===== config.mk =====
export PLATFORM = sky130hd
export DESIGN_NAME = typed_ndata_demultiplexer
export DESIGN_NICKNAME = d
export VERILOG_FILES = /design/src/rtl/typed_ndata_demultiplexer.sv
export SDC_FILE = /design/constraint.sdc
export NUM_CORES = 1
export LEC_CHECK = 0
export ABC_AREA = 1
export CAP_MARGIN = 0
export CORE_AREA = 2 2 184 186
export CTS_CLUSTER_SIZE = 40
export DETAILED_ROUTE_END_ITERATION = 10
export DIE_AREA = 0 0 186 188
export PLACE_DENSITY_LB_ADDON = 0.05
export SYNTH_ARGS = -nofsm -noshare
export SYNTH_HDL_FRONTEND = slang
export SYNTH_SLANG_ARGS = --single-unit
export TNS_END_PERCENT = 30

===== constraint.sdc =====
create_clock -name clk -period 3.4 [get_ports clk]
set_clock_uncertainty 0.05 [all_clocks]
set_input_delay 0.68 -clock clk [delete_from_list [all_inputs] [get_ports clk]]
set_output_delay 0.68 -clock clk [all_outputs]
set_load 0.02 [all_outputs]

===== src/rtl/typed_ndata_demultiplexer.sv =====
// Packet-granular demultiplexer: one select handshake picks the destination
// for the next input packet; a single shared output register feeds all streams.
module typed_ndata_demultiplexer #(
    parameter int DATABEAT_SIZE = 8,
    parameter int NUM_STREAMS   = 4,
    parameter int SELECT_WIDTH  = 8,
    parameter int TYPE_WIDTH    = 4
) (
    input  logic                                        clk,
    input  logic                                        rst,
    input  logic                                        select_valid_i,
    output logic                                        select_ready_o,
    input  logic [SELECT_WIDTH-1:0]                     select_data_i,
    input  logic [DATABEAT_SIZE-1:0][7:0]               in_data_i,
    input  logic [TYPE_WIDTH-1:0]                       in_typ_i,
    input  logic [DATABEAT_SIZE-1:0]                    in_keep_i,
    input  logic                                        in_last_i,
    input  logic                                        in_valid_i,
    output logic                                        in_ready_o,
    output logic [NUM_STREAMS-1:0][DATABEAT_SIZE-1:0][7:0] out_data_o,
    output logic [NUM_STREAMS-1:0][TYPE_WIDTH-1:0]      out_typ_o,
    output logic [NUM_STREAMS-1:0][DATABEAT_SIZE-1:0]   out_keep_o,
    output logic [NUM_STREAMS-1:0]                      out_last_o,
    output logic [NUM_STREAMS-1:0]                      out_valid_o,
    input  logic [NUM_STREAMS-1:0]                      out_ready_i,
    output logic [31:0]                                 pkt_count_o,
    output logic [31:0]                                 drop_count_o
);
    // state | meaning
    // IDLE  | waiting for a select handshake; input stalled (inter-packet bubble)
    // ROUTE | forwarding (or discarding) beats of the current packet until last
    typedef enum logic {S_IDLE, S_ROUTE} state_t;

    localparam int IDXW = $clog2(NUM_STREAMS);
    localparam logic [SELECT_WIDTH-1:0] NUM_SEL = SELECT_WIDTH'(NUM_STREAMS);

    state_t                          state_q, state_d;
    logic [SELECT_WIDTH-1:0]         dest_q;
    logic                            rv_q;
    logic [IDXW-1:0]                 idx_q;
    logic [DATABEAT_SIZE-1:0][7:0]   data_q;
    logic [TYPE_WIDTH-1:0]           typ_q;
    logic [DATABEAT_SIZE-1:0]        keep_q;
    logic                            last_q;
    logic [31:0]                     pkt_q;
    logic [31:0]                     drop_q;

    logic dest_ok;
    logic drain;
    logic sel_hs;
    logic accept;

    assign dest_ok = dest_q < NUM_SEL;
    assign drain   = rv_q && out_ready_i[idx_q];
    assign sel_hs  = select_valid_i && select_ready_o;
    assign accept  = in_valid_i && in_ready_o;

    always_comb begin
        state_d        = state_q;
        select_ready_o = 1'b0;
        in_ready_o     = 1'b0;
        if (!rst) begin
            case (state_q)
                S_IDLE: begin
                    select_ready_o = 1'b1;
                    if (select_valid_i) state_d = S_ROUTE;
                end
                S_ROUTE: begin
                    // Out-of-range packets are swallowed at full rate.
                    in_ready_o = dest_ok ? (!rv_q || drain) : 1'b1;
                    if (in_valid_i && in_ready_o && in_last_i) state_d = S_IDLE;
                end
                default: state_d = S_IDLE;
            endcase
        end
    end

    always_ff @(posedge clk) begin
        if (rst) begin
            state_q <= S_IDLE;
            dest_q  <= '0;
            rv_q    <= 1'b0;
            idx_q   <= '0;
            pkt_q   <= '0;
            drop_q  <= '0;
        end else begin
            state_q <= state_d;
            if (sel_hs) dest_q <= select_data_i;
            if (accept && dest_ok) begin
                rv_q  <= 1'b1;
                idx_q <= dest_q[IDXW-1:0];
            end else if (drain) begin
                rv_q <= 1'b0;
            end
            if (accept && in_last_i) begin
                if (dest_ok) pkt_q  <= pkt_q + 32'd1;
                else         drop_q <= drop_q + 32'd1;
            end
        end
    end

    always_ff @(posedge clk) begin
        if (accept && dest_ok) begin
            data_q <= in_data_i;
            typ_q  <= in_typ_i;
            keep_q <= in_keep_i;
            last_q <= in_last_i;
        end
    end

    always_comb begin
        for (int i = 0; i < NUM_STREAMS; i++) begin
            out_valid_o[i] = rv_q && (idx_q == IDXW'(i));
            out_data_o[i]  = data_q;
            out_typ_o[i]   = typ_q;
            out_keep_o[i]  = keep_q;
            out_last_o[i]  = last_q;
        end
    end

    assign pkt_count_o  = pkt_q;
    assign drop_count_o = drop_q;

endmodule


==> impl_metrics.tcl <==
set metrics [dict create \
    synth_cells 1078 \
    reg2reg_setup_slack_ns 1.19 \
    avgViaCountPerCell 4.10 \
    io_pins 471 \
    clkSinkCount 153 \
    vias 7307 \
    synth.yosys.seq_area_share_pct 44.0 \
    critPathTopFamily "buffers and inverters" \
    yosys.area_share.xor_xnor_pct 2.81 \
    grt_remaining_overflow 0 \
    min_path_type "register to register" \
    synth_top_area_share_pct 26.5 \
    min_to "dest_q[2]" \
    hold_depth 2 \
    track_usage_pct 18.1 \
    power_frac_seq_pct 47.3 \
    synth_top_family_by_area "simple AND/OR/NAND/NOR gates" \
    cts_buffer_depth 2 \
    period_share_pct 90.3 \
    finalSetupViolCount 0 \
    sw_frac_of_total_pct 25.6 \
    cts_root_buffer "clkbuf_16" \
    cts_buffers 17 \
    powerDensity_nw_per_um2 332 \
    worst_pin_slew_ns 0.766 \
    critPathKind "input port to output port" \
    path_cells "clkdlybuf4s50_1 -> inv_1 -> nor3_1 -> nor2_1 -> nand3_4 -> nand2_4 -> inv_1 -> clkdlybuf4s50_1" \
    syn-num-nets 1173 \
    worstHoldStart "dest_q[2]" \
    grt_start_max_net_pins 66 \
    die_y_um 188 \
    final_antenna_net_count 0 \
    htree_num_levels 4 \
    synth_mux_area_share_pct 0 \
    synth_simple_gate_area_share_pct 25.6 \
    first_pass_iters 4 \
    route.detailed.drc 0 \
    wl_per_cell_um 18.3 \
    power_frac_clock_pct 43.2 \
    nets 1414 \
    synth_most_common_cell "nand2_1" \
    synth-compound-area-share_pct 4.13 \
    setup_tns_ns 0 \
    r2r_cells 10 \
    fill_cells 3452 \
    start_util_pct 26.3 \
    critPathSlowestCell "clkdlybuf4s50_1" \
    cp.required_ns 2.67 \
    max_slew_margin_pct 48.9 \
    intPower_mw 3.14 \
    power.switching_mw 1.08 \
    drive_gt1_share_pct 4.13 \
    synth_edf_count 77 \
    gp_congestion 0.828 \
    max-vdd-ir-drop_uv 265 \
    die_w_um 186 \
    synth-seq-cells 153 \
    design_area_um2 12700 \
    synth_common_cells "363 x nand2_1, 236 x buf_4, 108 x nor2_1" \
    timing.rr.end "out_data_o[47]" \
    cp.depth 8 \
    comb_power_share_pct 9.6 \
    end_kind "output port" \
    synthFlopType "edfxtp_1" \
    postCtsSetupRepairBufs 0 \
    synth.area.top_cells "edfxtp_1 27%, buf_4 20%, dfxtp_1 17%, nand2_1 16%, nor2_1 4.6%" \
    worstPathArrival_ns 2.34 \
    synth.distinct_cells 26 \
    antenna_found_initial 6 \
    final_cells 1782 \
    hold_viol_final 0 \
    post-route-util_pct 38.4 \
    cp_num_buf_inv 4 \
    r2r-start "idx_q[0]" \
    clkTransAtPathRegs_ns 0.07 \
    synth_fa_ha_area_share_pct 0.287 \
    drt_iter0_markers 273 \
    rsz0062_at_grt "no" \
    tritoncts "done" \
    cap_violations 0 \
    critPathMaxFanout 4 \
    syn_area_per_cell_um2 8.09 \
    die_area_um2 35000 \
    fp-row-count 67 \
    ys_warn_count 0 \
    insertion_delay_ns 0.43 \
    ctsHoldBuffers 0 \
    cp_slowest_stage_delay_ns 0.65 \
    outcome "finished, final reports clean" \
    hpwlAfterDp_um 26000 \
    synth_area_um2 8720 \
    syn_to_final_growth_pct 45.9 \
    p_leak_nw 4.45 \
    cp-start-kind "input port" \
    core_um2 33100 \
    grt_first_pass_wirelength_um 45800 \
    async_flop_share_pct 0 \
    place_area_um2 12200 \
    cts-resized-gates 0 \
    grt_pass1_vias 6840 \
    port-buffer-count 470 \
    yosys.area.top_type "edfxtp_1" \
    fmax_ghz 0.326 \
    final_max_slew_viol_count 0 \
    post-route-min-period_ns 3.07 \
    dpl.cell_count 1748 \
    routed_wl_um 32500 \
]
[layer usage]
metal / vias up / part of all wire (%) / global-route usage [%]
met1: 3381 / 41 / 21.0
met5: - / 0.11 / 0
li1: 3685 / - / -
met4: 6 / 1.1 / 4.15
met3: 22 / 5.9 / 4.91
met2: 213 / 52 / 32.7
[stage by stage]
| step | hold WS [ns] | power (mW) | worst slack, ns |
|---|---|---|---|
| after global routing | 0.427 | 4.40 | 0.194 |
| after CTS | 0.407 | 4.30 | 0.280 |
| after floorplan | 0.380 | 2.24 | 0.306 |
| final | 0.402 | 4.22 | 0.331 |
| after detailed placement | 0.398 | 2.45 | 0.286 |
| after global placement | 0.396 | 2.44 | 0.286 |
[worst reg2reg max path: cells and delay by family (launching register included)]
family | cells | cell delay, ns
flops | 1 | 0.53
buf+inv | 4 | 0.62
simple gates | 6 | 0.69
[worst max-delay path by stage]
stage              startpoint  slack [ns]          to
2_1_floorplan  out_ready_i[3]        0.31   keep_q[0]
3_3_place_gp   out_ready_i[0]        0.29  in_ready_o
3_5_place_dp   out_ready_i[0]        0.29  in_ready_o
4_1_cts        out_ready_i[0]        0.28  in_ready_o
5_1_grt        out_ready_i[0]        0.19  in_ready_o
6_report       out_ready_i[0]        0.33  in_ready_o
[cell usage in the layout, fill, tap and decap left out, drive strengths merged]
cell type,count
clkinv,3
inv,45
clkinvlp,4
nand3,14
edfxtp,77
a21oi,68
xnor2,8
o21ai,4
clkdlybuf4s50,469
dfxtp,76
nand2,365
nor3,5
nor2,112
nand3b,31
diode,2
ha,2
clkbuf,17
buf,6
xor2,20
nand4,6
[power by group through the flow]
stage / Sequential, mW / Combinational, mW / Clock (mW)
3_3_place_gp: 2.04 / 0.408 / 0
4_1_cts: 2.00 / 0.409 / 1.89
2_1_floorplan: 2.04 / 0.199 / 0
3_5_place_dp: 2.04 / 0.408 / 0
5_1_grt: 2.00 / 0.428 / 1.97
6_report: 1.99 / 0.403 / 1.82
[layout make-up]
cell class	instances	area, µm²	area share, %
Timing Repair Buffer	475	4750	37.3
Sequential cell	153	3830	30.1
Multi-Input combinational cell	635	2870	22.5
Tap cell	448	561	4.41
Clock buffer	17	425	3.34
Inverter	37	145	1.14
Clock inverter	15	133	1.04
Antenna cell	2	5.00	0.0394
[registers in the layout, indices dropped and copies added (netlist names)]
signal / cells
out_data_o: 64
drop_count_o: 32
pkt_count_o: 32
dest_q: 8
keep_q: 8
typ_q: 4
idx_q: 2
last_q: 1
rv_q: 1
state_q: 1
[cell families (layout without fill, tap and decap cells)]
| family | after synthesis | in the layout |
|---|---|---|
| flip-flops | 153 | 153 |
| XOR/XNOR | 28 | 28 |
| AO/OA/AOI/OAI | 72 | 72 |
| adder cells (fa/ha/maj) | 2 | 2 |
| other | 0 | 2 |
| AND/OR/NAND/NOR | 533 | 533 |
| buffers and inverters | 290 | 544 |
(Power assumes the default switching activity.)
==> edit 1: new RTL, config.mk and constraints unchanged <==
Reset style: asynchronous (`rst`), changed in one clocked block.
--- a/src/rtl/typed_ndata_demultiplexer.sv
+++ b/src/rtl/typed_ndata_demultiplexer.sv
@@ -77,3 +77,3 @@
 
-    always_ff @(posedge clk) begin
+    always_ff @(posedge clk or posedge rst) begin
         if (rst) begin
Function: differs if rst is asserted again (counterexample within 4 cycles, from zero or initial values and one cycle with rst high); with rst held inactive, the same outputs for 4 cycles.
==> edit 1 against the unedited design <==
- synthesized area increased by 4.5%
- final area up 4.1%
- wire length rose by 6.2%
- utilization rose by 1.6 points
- count of clock-buffer cells in the layout grew 3
- register-to-register slack lost 0.13 ns
- worst setup slack improved by 0.096 ns
- sequential cell count unchanged
- die area unchanged
- critical path depth unchanged
- critical path type unchanged
Power is not compared: it rests on default switching activity, and its combinational part moved more than twofold at a synthesized area within 25%.
==> edit 1: results (changes against the unedited design) <==
metric	value	unit	change
antennaDiodeCount	3		+1
outcome	finished clean		
hold_path_startpoint	dest_q[6]$_DFFE_PP0P_		
post_synth_num_cell_types	32		+23%
dpl-instance-area	12600	um^2	+3.9%
num_vias	7444		+1.9%
final_nets	1403		-0.78%
dp_slack	0.422	ns	+0.136 ns
wl_met1	14.9	mm	+12%
gp_congestion	0.866		+4.6%
ys_seq_area_share	46.2	%	+2.3 points
root_buffer	clkbuf_16		
seq_area	4210	um^2	+9.9%
multi_input_cells	530		-17%
muxShareOfSynthArea	0.865	%	+0.86 points
grt_pass1_wl	48.7	mm	+6.4%
wl_met3	2.41	mm	+25%
holdPathStages	1		-1
wl	34.6	mm	+6.2%
hold_end	dest_q[6]$_DFFE_PP0P_		
synthesis.nets	1151		-1.9%
multi_input_area	2560	um^2	-11%
layout.nonclk_buf_share	36.4	%	-0.96 points
rrSetupSlack	1.06	ns	-0.13 ns
synth_xor_area_share	0.481	%	-2.3 points
grt_use_met2	32.0	%	-0.70 points
reg2reg_to	out_data_o[24]$_DFFE_PP_		
dp_hpwl	27.6	mm	+6.0%
post-route-util	40.0	%	+1.6 points
fin_hold_ws	0.456	ns	+0.0536 ns
r2r_start	dest_q[2]$_DFFE_PP0P_		
n_all_buffers	480		+1.1%
grt_max_degree	54		-18%
drt_iter0_markers	335		+23%
use_met3	4.84	%	-0.078 points
clock_area_share	4.53	%	+0.14 points
placed_cells	1737		-0.63%
netlist_top_cells_count	238 x buf_4, 208 x nand2_1, 122 x nor2_1, 121 x inv_1, 83 x nand3_1		
synth-compound-area-share	4.26	%	+0.12 points
grtUsageMet1	25.6	%	+4.5 points
antenna_found_initial	4		-2
tightest_slew	0.808	ns	+0.0415 ns
yosys.area_share.adder	0.275	%	-0.012 points
nonClockInverterCount	126		+240%
synthArstFlopShare	49.7	%	+50 points
drive_gt1_share	5.22	%	+1.1 points
slowest_delay	0.60	ns	-0.05 ns
route.met2.wl	16.7	mm	-1.3%
rr_worst_depth	9		-1
track_usage	19.5	%	+1.4 points
fillers	3300		-4.4%
grt_pass1_vias	7086		+3.6%
[edit 1: worst max-delay path by stage]
stage	from	endpoint	slack (ns)
2_1_floorplan	rst	state_q$_DFFE_PP0N_	0.62
6_report	out_ready_i[1]	in_ready_o	0.43
5_1_grt	out_ready_i[3]	in_ready_o	0.35
3_3_place_gp	out_ready_i[1]	in_ready_o	0.42
4_1_cts	out_ready_i[1]	in_ready_o	0.42
3_5_place_dp	out_ready_i[1]	in_ready_o	0.42
[edit 1: logic make-up (layout without fill, tap and decap cells)]
logic type                 after synthesis  in the layout
xor gates and xnor gates                 5              5
other                                    0              3
AOI/OAI and AO/OA                       55             55
muxes                                    7              7
adders and majority gates                2              2
DFF                                    153            153
and+or+nand+nor                        461            461
buffers and inverters                  373            638
[edit 1: where the power goes]
part           internal [W]  switching, W
clock network       0.00117      0.000805
logic              0.000719      0.000924
registers           0.00216      0.000252
total               0.00406       0.00198
==> edit 2: new RTL, same settings <==
Without the edit above. The parameter `DATABEAT_SIZE` goes from 8 to 4.
--- a/src/rtl/typed_ndata_demultiplexer.sv
+++ b/src/rtl/typed_ndata_demultiplexer.sv
@@ -3,3 +3,3 @@
 module typed_ndata_demultiplexer #(
-    parameter int DATABEAT_SIZE = 8,
+    parameter int DATABEAT_SIZE = 4,
     parameter int NUM_STREAMS   = 4,
Interface: changed (resized in_data_i, in_keep_i, out_data_o and out_keep_o); port bits go from 471 to 291. The function was not compared with the original's and may differ.
==> edit 2 against the unedited design <==
- global-route usage fell by 4.9 points
- count of clock-buffer cells in the layout rose by 8
- total power fell by 16%
- worst setup slack got worse by 0.0071 ns
- non-clock buffer count fell by 181
- final area fell by 23%
- wire length fell by 29%
- synthesized area fell by 22%
- sequential power fell by 26%
- largest cell class unchanged
- sequential share of layout area fell by 2.2 points
- sequential cell count fell by 36
==> edit 2: results (changes against the unedited design) <==
metric	value	unit	change
post_synth_num_cell_types	26		unchanged
grt_pass1_wl	34.7	mm	-24%
wl	22.9	mm	-29%
drt_first_pass_iters	4		unchanged
cp.arrival	2.35	ns	
holdPathStages	2		unchanged
p_leak	3.44	nW	-23%
hp-class	register to register		
synth_edf_count	41		-47%
htree_levels	4		unchanged
ys_seq_area_share	40.3	%	-3.6 points
viasPerCell	3.91		-4.7%
cts_buffers	17		unchanged
clockBufferDepth	2		unchanged
clk_latency	0.43	ns	about the same
r2r_start	drop_count_o[0]$_SDFFE_PP0P_		
synth_ff_type	dfxtp_1		
root_buffer	clkbuf_16		
hold_path_startpoint	dest_q[2]$_SDFFE_PP0P_		
ys_top_cells_by_area	dfxtp_1 22%, nand2_1 20%, edfxtp_1 18%		
post_cts_resized	0		unchanged
grt_pass1_vias	5787		-15%
fillers	3629		+5.1%
relSlewSlack	47.1	%	-1.8 points
ir_worst_vdd	0.259	mV	-2.3%
synthArstFlopShare	0	%	unchanged
critPathMaxFanout	4		unchanged
drive_gt1_share	4.48	%	+0.36 points
synthesis.nets	993		-15%
portBuffers	290		-38%
dp_hpwl	17.7	mm	-32%
yosysWarnings	0		unchanged
track_usage	13.2	%	-4.9 points
drt_iter0_markers	256		-6.2%
antenna_found_initial	1		-5
grt_max_degree	66		unchanged
cellInternalPower	0.00273	W	-13%
outcome	finished clean		
netlist_top_cells_count	363 x nand2_1, 128 x buf_4, 108 x nor2_1, 76 x dfxtp_1, 68 x a21oi_1		
critPathLaunch	out_ready_i[0]		
gp_congestion	0.803		-3.0%
rr_worst_depth	8		-2
final_nets	1161		-18%
path_clk_slew	0.05	ns	-0.02 ns
cts_setup_buffers	0		unchanged
maxCapViolCount	0		unchanged
edit 2: per-stage QoR:
stage / instance area, um^2 / total power, W / setup slack [ns] / cells
final: 9850 / 0.00354 / 0.324 / 1564
after global routing: 9850 / 0.00371 / 0.193 / 1563
after CTS: 9850 / 0.00363 / 0.308 / 1563
after detailed placement: 9260 / 0.00178 / 0.305 / 1531
after global placement: 9260 / 0.00179 / 0.310 / 1531
after floorplan: 6830 / 0.00166 / 0.690 / 934
edit 2: final timing paths:
check	slack [ns]	end
worst min register to register	0.40	dest_q[2]$_SDFFE_PP0P_
worst max-delay path	0.32	in_ready_o
worst min-delay path	0.40	dest_q[2]$_SDFFE_PP0P_
worst max register to register	1.31	drop_count_o[16]$_SDFFE_PP0P_
edit 2: power by group through the flow:
stage	combinational, W	clock, W	sequential (W)
detailed placement	0.000269	0	0.00152
global placement	0.000271	0	0.00152
CTS	0.000270	0.00187	0.00149
floorplan	0.000140	0	0.00152
finish	0.000265	0.00179	0.00148
global route	0.000285	0.00194	0.00149
edit 2: cell families (layout without fill, tap and decap cells):
logic type,Yosys count,count (layout),synth area share [%]
buf+inv,182,363,17.7
flops,117,117,40.3
compound gates,72,72,5.28
simple gates,533,533,32.8
xor+xnor,28,28,3.59
other cells,0,1,0
fa+ha+maj,2,2,0.367
edit 2: layout make-up:
type	count	area [um^2]	area share, %
Antenna cell	1	2.50	0.0254
Clock buffer	25	518	5.26
Clock inverter	7	67.6	0.686
Inverter	37	141	1.44
Multi-Input combinational cell	635	2870	29.1
Sequential cell	117	2750	27.9
Tap cell	448	561	5.69
Timing Repair Buffer	294	2940	29.9
edit 2: layer usage:
layer,GRT usage [%],up-vias,part of all wire (%)
li1,-,3181,-
met4,3.54,0,0.85
met5,0,-,0
met3,3.98,9,6.5
met2,22.1,193,48
met1,16.2,2730,45
edit 2: critical path, cell delays in order:
cell and delay (ns):
clkdlybuf4s50_1 0.48, inv_1 0.04, nor3_1 0.12, nor2_1 0.10, nand3_4 0.08, nand2_4 0.07
inv_1 0.11, clkdlybuf4s50_1 0.66
